===== src/rtl/lif_neuron_param.sv =====
// Parametrised leaky integrate-and-fire neuron.
// N-input fan-in, loadable weights, refractory period, clamped membrane.
module lif_neuron_param #(
    parameter int N_IN     = 3,
    parameter int W_W      = 3,
    parameter int V_W      = 5,
    parameter int V_REST   = 6,
    parameter int V_LEAK   = 1,
    parameter int V_THRESH = 14,
    parameter int T_REF    = 2
) (
    input  logic                                clk,
    input  logic                                rst,
    input  logic                                en,
    input  logic [N_IN-1:0]                     spikes_in,
    input  logic                                w_we,
    input  logic [(N_IN>1?$clog2(N_IN):1)-1:0]  w_addr,
    input  logic [W_W-1:0]                      w_data,
    output logic                                spike_out,
    output logic [V_W-1:0]                      v_mem,
    output logic                                refractory
);

    localparam int AW = (N_IN > 1) ? $clog2(N_IN) : 1;
    localparam int SW = W_W + $clog2(N_IN) + 1;
    localparam int XW = ((V_W > SW) ? V_W : SW) + 2;
    localparam int CW = (T_REF > 1) ? $clog2(T_REF + 1) : 1;

    typedef enum logic {
        ST_INT,
        ST_REF
    } state_t;

    state_t                state_q, state_d;
    logic [V_W-1:0]        v_q, v_d;
    logic [CW-1:0]         cnt_q, cnt_d;
    logic                  spk_q, spk_d;
    logic [W_W-1:0]        w_q [N_IN];
    logic [SW-1:0]         sum;
    logic signed [XW-1:0]  v_next;

    // Weight bank: writes are independent of en and state; out-of-range ignored.
    always_ff @(posedge clk) begin
        for (int i = 0; i < N_IN; i++) begin
            if (rst) begin
                w_q[i] <= '0;
            end else if (w_we && (32'(w_addr) == i)) begin
                w_q[i] <= w_data;
            end
        end
    end

    // Weighted sum of active synapses plus leaky update, in a non-wrapping width.
    always_comb begin
        sum = '0;
        for (int i = 0; i < N_IN; i++) begin
            if (spikes_in[i]) begin
                sum = sum + SW'(w_q[i]);
            end
        end
        v_next = $signed(XW'(v_q)) + $signed(XW'(sum)) - $signed(XW'(V_LEAK));
    end

    // Next-state logic: integrate/fire/clamp, or count down the refractory window.
    always_comb begin
        state_d = state_q;
        v_d     = v_q;
        cnt_d   = cnt_q;
        spk_d   = 1'b0;
        if (en) begin
            unique case (state_q)
                ST_INT: begin
                    if (v_next >= $signed(XW'(V_THRESH))) begin
                        v_d   = V_W'(V_REST);
                        spk_d = 1'b1;
                        if (T_REF > 0) begin
                            state_d = ST_REF;
                            cnt_d   = CW'(T_REF);
                        end
                    end else if (v_next < $signed(XW'(V_REST))) begin
                        v_d = V_W'(V_REST);
                    end else begin
                        v_d = v_next[V_W-1:0];
                    end
                end
                ST_REF: begin
                    v_d = V_W'(V_REST);
                    if (cnt_q == CW'(1)) begin
                        cnt_d   = '0;
                        state_d = ST_INT;
                    end else begin
                        cnt_d = cnt_q - CW'(1);
                    end
                end
                default: state_d = ST_INT;
            endcase
        end
    end

    // State register with synchronous reset.
    always_ff @(posedge clk) begin
        if (rst) begin
            state_q <= ST_INT;
            v_q     <= V_W'(V_REST);
            cnt_q   <= '0;
            spk_q   <= 1'b0;
        end else begin
            state_q <= state_d;
            v_q     <= v_d;
            cnt_q   <= cnt_d;
            spk_q   <= spk_d;
        end
    end

    assign spike_out  = spk_q;
    assign v_mem      = v_q;
    assign refractory = (state_q == ST_REF);

endmodule

===== config.mk =====
export PLATFORM = sky130hd
export DESIGN_NAME = lif_neuron_param
export DESIGN_NICKNAME = d
export VERILOG_FILES = /design/src/rtl/lif_neuron_param.sv
export SDC_FILE = /design/constraint.sdc
export NUM_CORES = 1
export LEC_CHECK = 0
export ABC_AREA = 1
export CAP_MARGIN = 40
export CORE_ASPECT_RATIO = 0.5
export CORE_MARGIN = 3
export CORE_UTILIZATION = 42
export DETAILED_ROUTE_END_ITERATION = 8
export GPL_TIMING_DRIVEN = 1
export HOLD_SLACK_MARGIN = 0.12
export PLACE_DENSITY_LB_ADDON = 0.15
export REMOVE_ABC_BUFFERS = 1
export SYNTH_ARGS = -nofsm -noshare
export SYNTH_HDL_FRONTEND = slang
export SYNTH_SLANG_ARGS = --single-unit

===== constraint.sdc =====
create_clock -name clk -period 8.3 [get_ports clk]
set_input_delay 2.075 -clock clk [delete_from_list [all_inputs] [get_ports clk]]
set_output_delay 2.075 -clock clk [all_outputs]
set_load 0.02 [all_outputs]

==> key figures <==
Placement
  • DP Area: 1560 sq um
  • DP Worst Slack: 2.09 ns
  • Global placement routability congestion: between 0.8 and 0.9
  • Port bufs: 18
  • HPWL Detailed: roughly 2100 um
  • Cell total after placement: 233

Die
  • I/O pin count: 19
  • Rows: 13
  • Die Y: 46.0 um
  • Core Box Area: 2810 sq um
  • Die area: 3960 sq um
  • Die X: 86.0 um
  • Starting Density: 0.478

Pwr
  • Pwr Density: 304 nW/um^2
  • Total power: 0.000488 W
  • Worst vdd ir: 0.183 mV
  • P_leak: 0.789 nW

Synth
  • Synthesized area: roughly 1300 sq um
  • Post-synthesis simple-gate area fraction: 0.257
  • Largest area contributor in the netlist: edfxtp_1
  • Post-synthesis xor/xnor area fraction: 0.0195
  • Synth area leaders: edfxtp_1, ha_1, dfxtp_1, inv_1, nor2_1
  • Multiplexer share of the synthesized area: 0.00744
  • Sequential share of the synthesized area: 0.335
  • Synth Area in Compound Gates: 0.0828
  • Mean Syn Cell Area: 7.51 sq um
  • Yosys reg bits: 18
  • Post-Synth Adder-Cell Area: 0.179
  • Unique masters post-synth: 25
  • Post-synth top area share: 0.201
  • Largest family of logic cells by synthesized area: simple AND/OR/NAND/NOR gates
  • Synth Instances: 179
  • YS warnings: 0

Clocking
  • Setup bufs post-CTS: 0
  • Hold buffer count at CTS: 0
  • Resized Gates After CTS: 0
  • Root cell of the clock tree: clkbuf_8
  • Clock sink count: 18
  • Num CTS Buffers: 3
  • H-tree depth: 1
  • Longest Clk Path Bufs: 2
  • Clock latency on the worst-skew pair: 0.26 ns
  • CTS tree: built
  • Clk slew on worst S/H paths: 0.07 ns

Status
  • Outcome: finished, final reports clean

Route
  • Total Wirelength: approximately 2500 um
  • Post-DR wirelength/cell: 10.4 um
  • DR pass1 iterations: 4
  • Via-per-instance ratio: 4.74
  • Post-route DRC violation count: 0
  • Total number of vias: ~1100
  • Detailed Route Iter0 Violations: 32
  • Routed Antenna Nets: 0

Timing
  • Final worst setup slack: 2.30 ns
  • Fin. max-slew vios: 0
  • Tmin final: ~6.0 ns
  • RSZ-0062 raised after global routing: false
  • Final Cycle Share: 0.722
  • Tightest Pin Transition: 0.386 ns
  • Fmax: 0.167 GHz
  • Final setup viols: 0
  • Hold Vio Cnt, Final: 0
  • Layout Skew: 0.00253 ns
  • Setup TNS: 0 ns
  • Slew HR: 0.742

Finish
  • Layout Nets: between 200 and 250
  • Layout cell share with drive strength beyond 1: 0.0400
  • Final Non-Filler Cells: roughly 240
  • Fillers: 290
  • Final instance area: 1610 sq um
  • Sequential Area: around 450 sq um
  • Area grow syn2layout: 19.3%
  • Area occupied by multi-input gates: 733 sq um
  • Ant. Diodes: 0

Global routing
  • First-pass GRT wire length: 4310 um
  • Remaining Overflow, GRT: 0
  • Number of global-route vias before repair: 1035
  • Largest net degree at the start of global routing: 12
  • Antenna violations before repair: 0
  • All-layer global routing usage: 0.142

Critical path
  • WS Path Type: input pin to register
  • Worst EP required: 8.43 ns
  • CP startpoint kind: input pin
  • Crit path DAT: 6.13 ns
  • Crit-path max FO: 5
  • CP Capture Type: register

Hold path
  • Worst hold path type: register to register

Flow run
  • Max_cap viols: 0
==> per-stage QoR <==
step	hold slack, ns	util
2_1_floorplan	0.448	-
4_1_cts	0.491	0.570
3_3_place_gp	0.466	0.554
5_1_grt	0.522	0.570
6_report	0.482	0.570
3_5_place_dp	0.479	0.554
==> cells in the final DEF, fill, tap and decap left out <==
master / n
o211ai_1: 1
nand4_1: 3
mux2i_1: 1
o21ai_0: 9
xor2_1: 1
ha_1: 16
clkbuf_8: 3
a31oi_1: 1
nand2_4: 1
a21oi_1: 8
fa_1: 2
inv_1: 38
edfxtp_1: 9
nand2_1: 23
clkdlybuf4s50_1: 18
nand3_1: 16
nand2_2: 2
xnor2_1: 2
nor2_1: 28
or2_1: 1
clkinv_1: 3
nor3_1: 1
o21ai_1: 1
nand3_2: 2
o21a_1: 1
dfxtp_1: 9
==> power breakdown <==
group          switching, W  internal, W
Clock             0.0000302    0.0000329
Sequential        0.0000102     0.000112
Combinational      0.000183     0.000120
Total              0.000223     0.000265
==> layout make-up <==
class	count	area share
well taps	37	0.0288
repair buffers	18	0.112
inverters	40	0.0935
multi-input cells	120	0.457
flip-flops and latches	18	0.281
clock buffers	3	0.0257
clock inverters	1	0.00234
==> state kept, by name, indices dropped and copies added (netlist names) <==
register	cells
refractory	1
w_q	9
v_mem	5
spike_out	1
cnt_q	2
==> synthesized netlist by cell type <==
master / n
xor2_1: 1
mux2i_1: 1
o21ai_1: 1
nand3_1: 16
inv_1: 38
a31oi_1: 1
nand2_1: 23
xnor2_1: 2
o21ai_0: 9
edfxtp_1: 9
o21a_1: 1
nand4_1: 3
or2_1: 1
ha_1: 16
o211ai_1: 1
clkinv_1: 2
fa_1: 2
a21oi_1: 8
dfxtp_1: 9
nor2_1: 28
nand3_2: 2
buf_6: 1
nor3_1: 1
nand2_4: 1
nand2_2: 2
==> routing by layer <==
layer,vias up,GRT usage,wire length (um)
li1,614,-,-
met3,4,0.0505,181
met2,30,0.250,1110
met4,0,0.0189,21
met1,476,0.174,1160
met5,-,0,0
==> logic make-up after synthesis <==
logic type	Yosys count
XOR/XNOR	3
adder cells (fa/ha/maj)	18
buffers and inverters	41
AO/OA/AOI/OAI	21
multiplexers	1
flip-flops	18
AND/OR/NAND/NOR	77
==> critical path, stage by stage <==
cell,delay (ns)
clkdlybuf4s50_1,0.51
nand2_1,0.06
inv_1,0.09
nand2_1,0.06
inv_1,0.09
nor2_1,0.06
ha_1,0.27
inv_1,0.03
o21ai_0,0.26
inv_1,0.11
fa_1,0.46
nand2_1,0.07
o21ai_0,0.10
ha_1,0.29
inv_1,0.04
ha_1,0.21
fa_1,0.42
nand3_1,0.11
nand3_2,0.15
nand2_1,0.10
clkinv_1,0.08
nand3_1,0.12
nand2_1,0.08
o21ai_0,0.19
nand3_1,0.10
==> final timing paths <==
check | slack (ns) | end | start | cells after the start
worst min register to register | 0.48 | v_mem[4] | v_mem[4] | 2
worst max-delay path | 2.30 | v_mem[2] | spikes_in[0] | 25
worst max register to register | 4.32 | v_mem[2] | w_q[0][1] | 24
worst min-delay path | 0.48 | v_mem[4] | v_mem[4] | 2
Note: power is estimated with default switching activity, not from simulation.
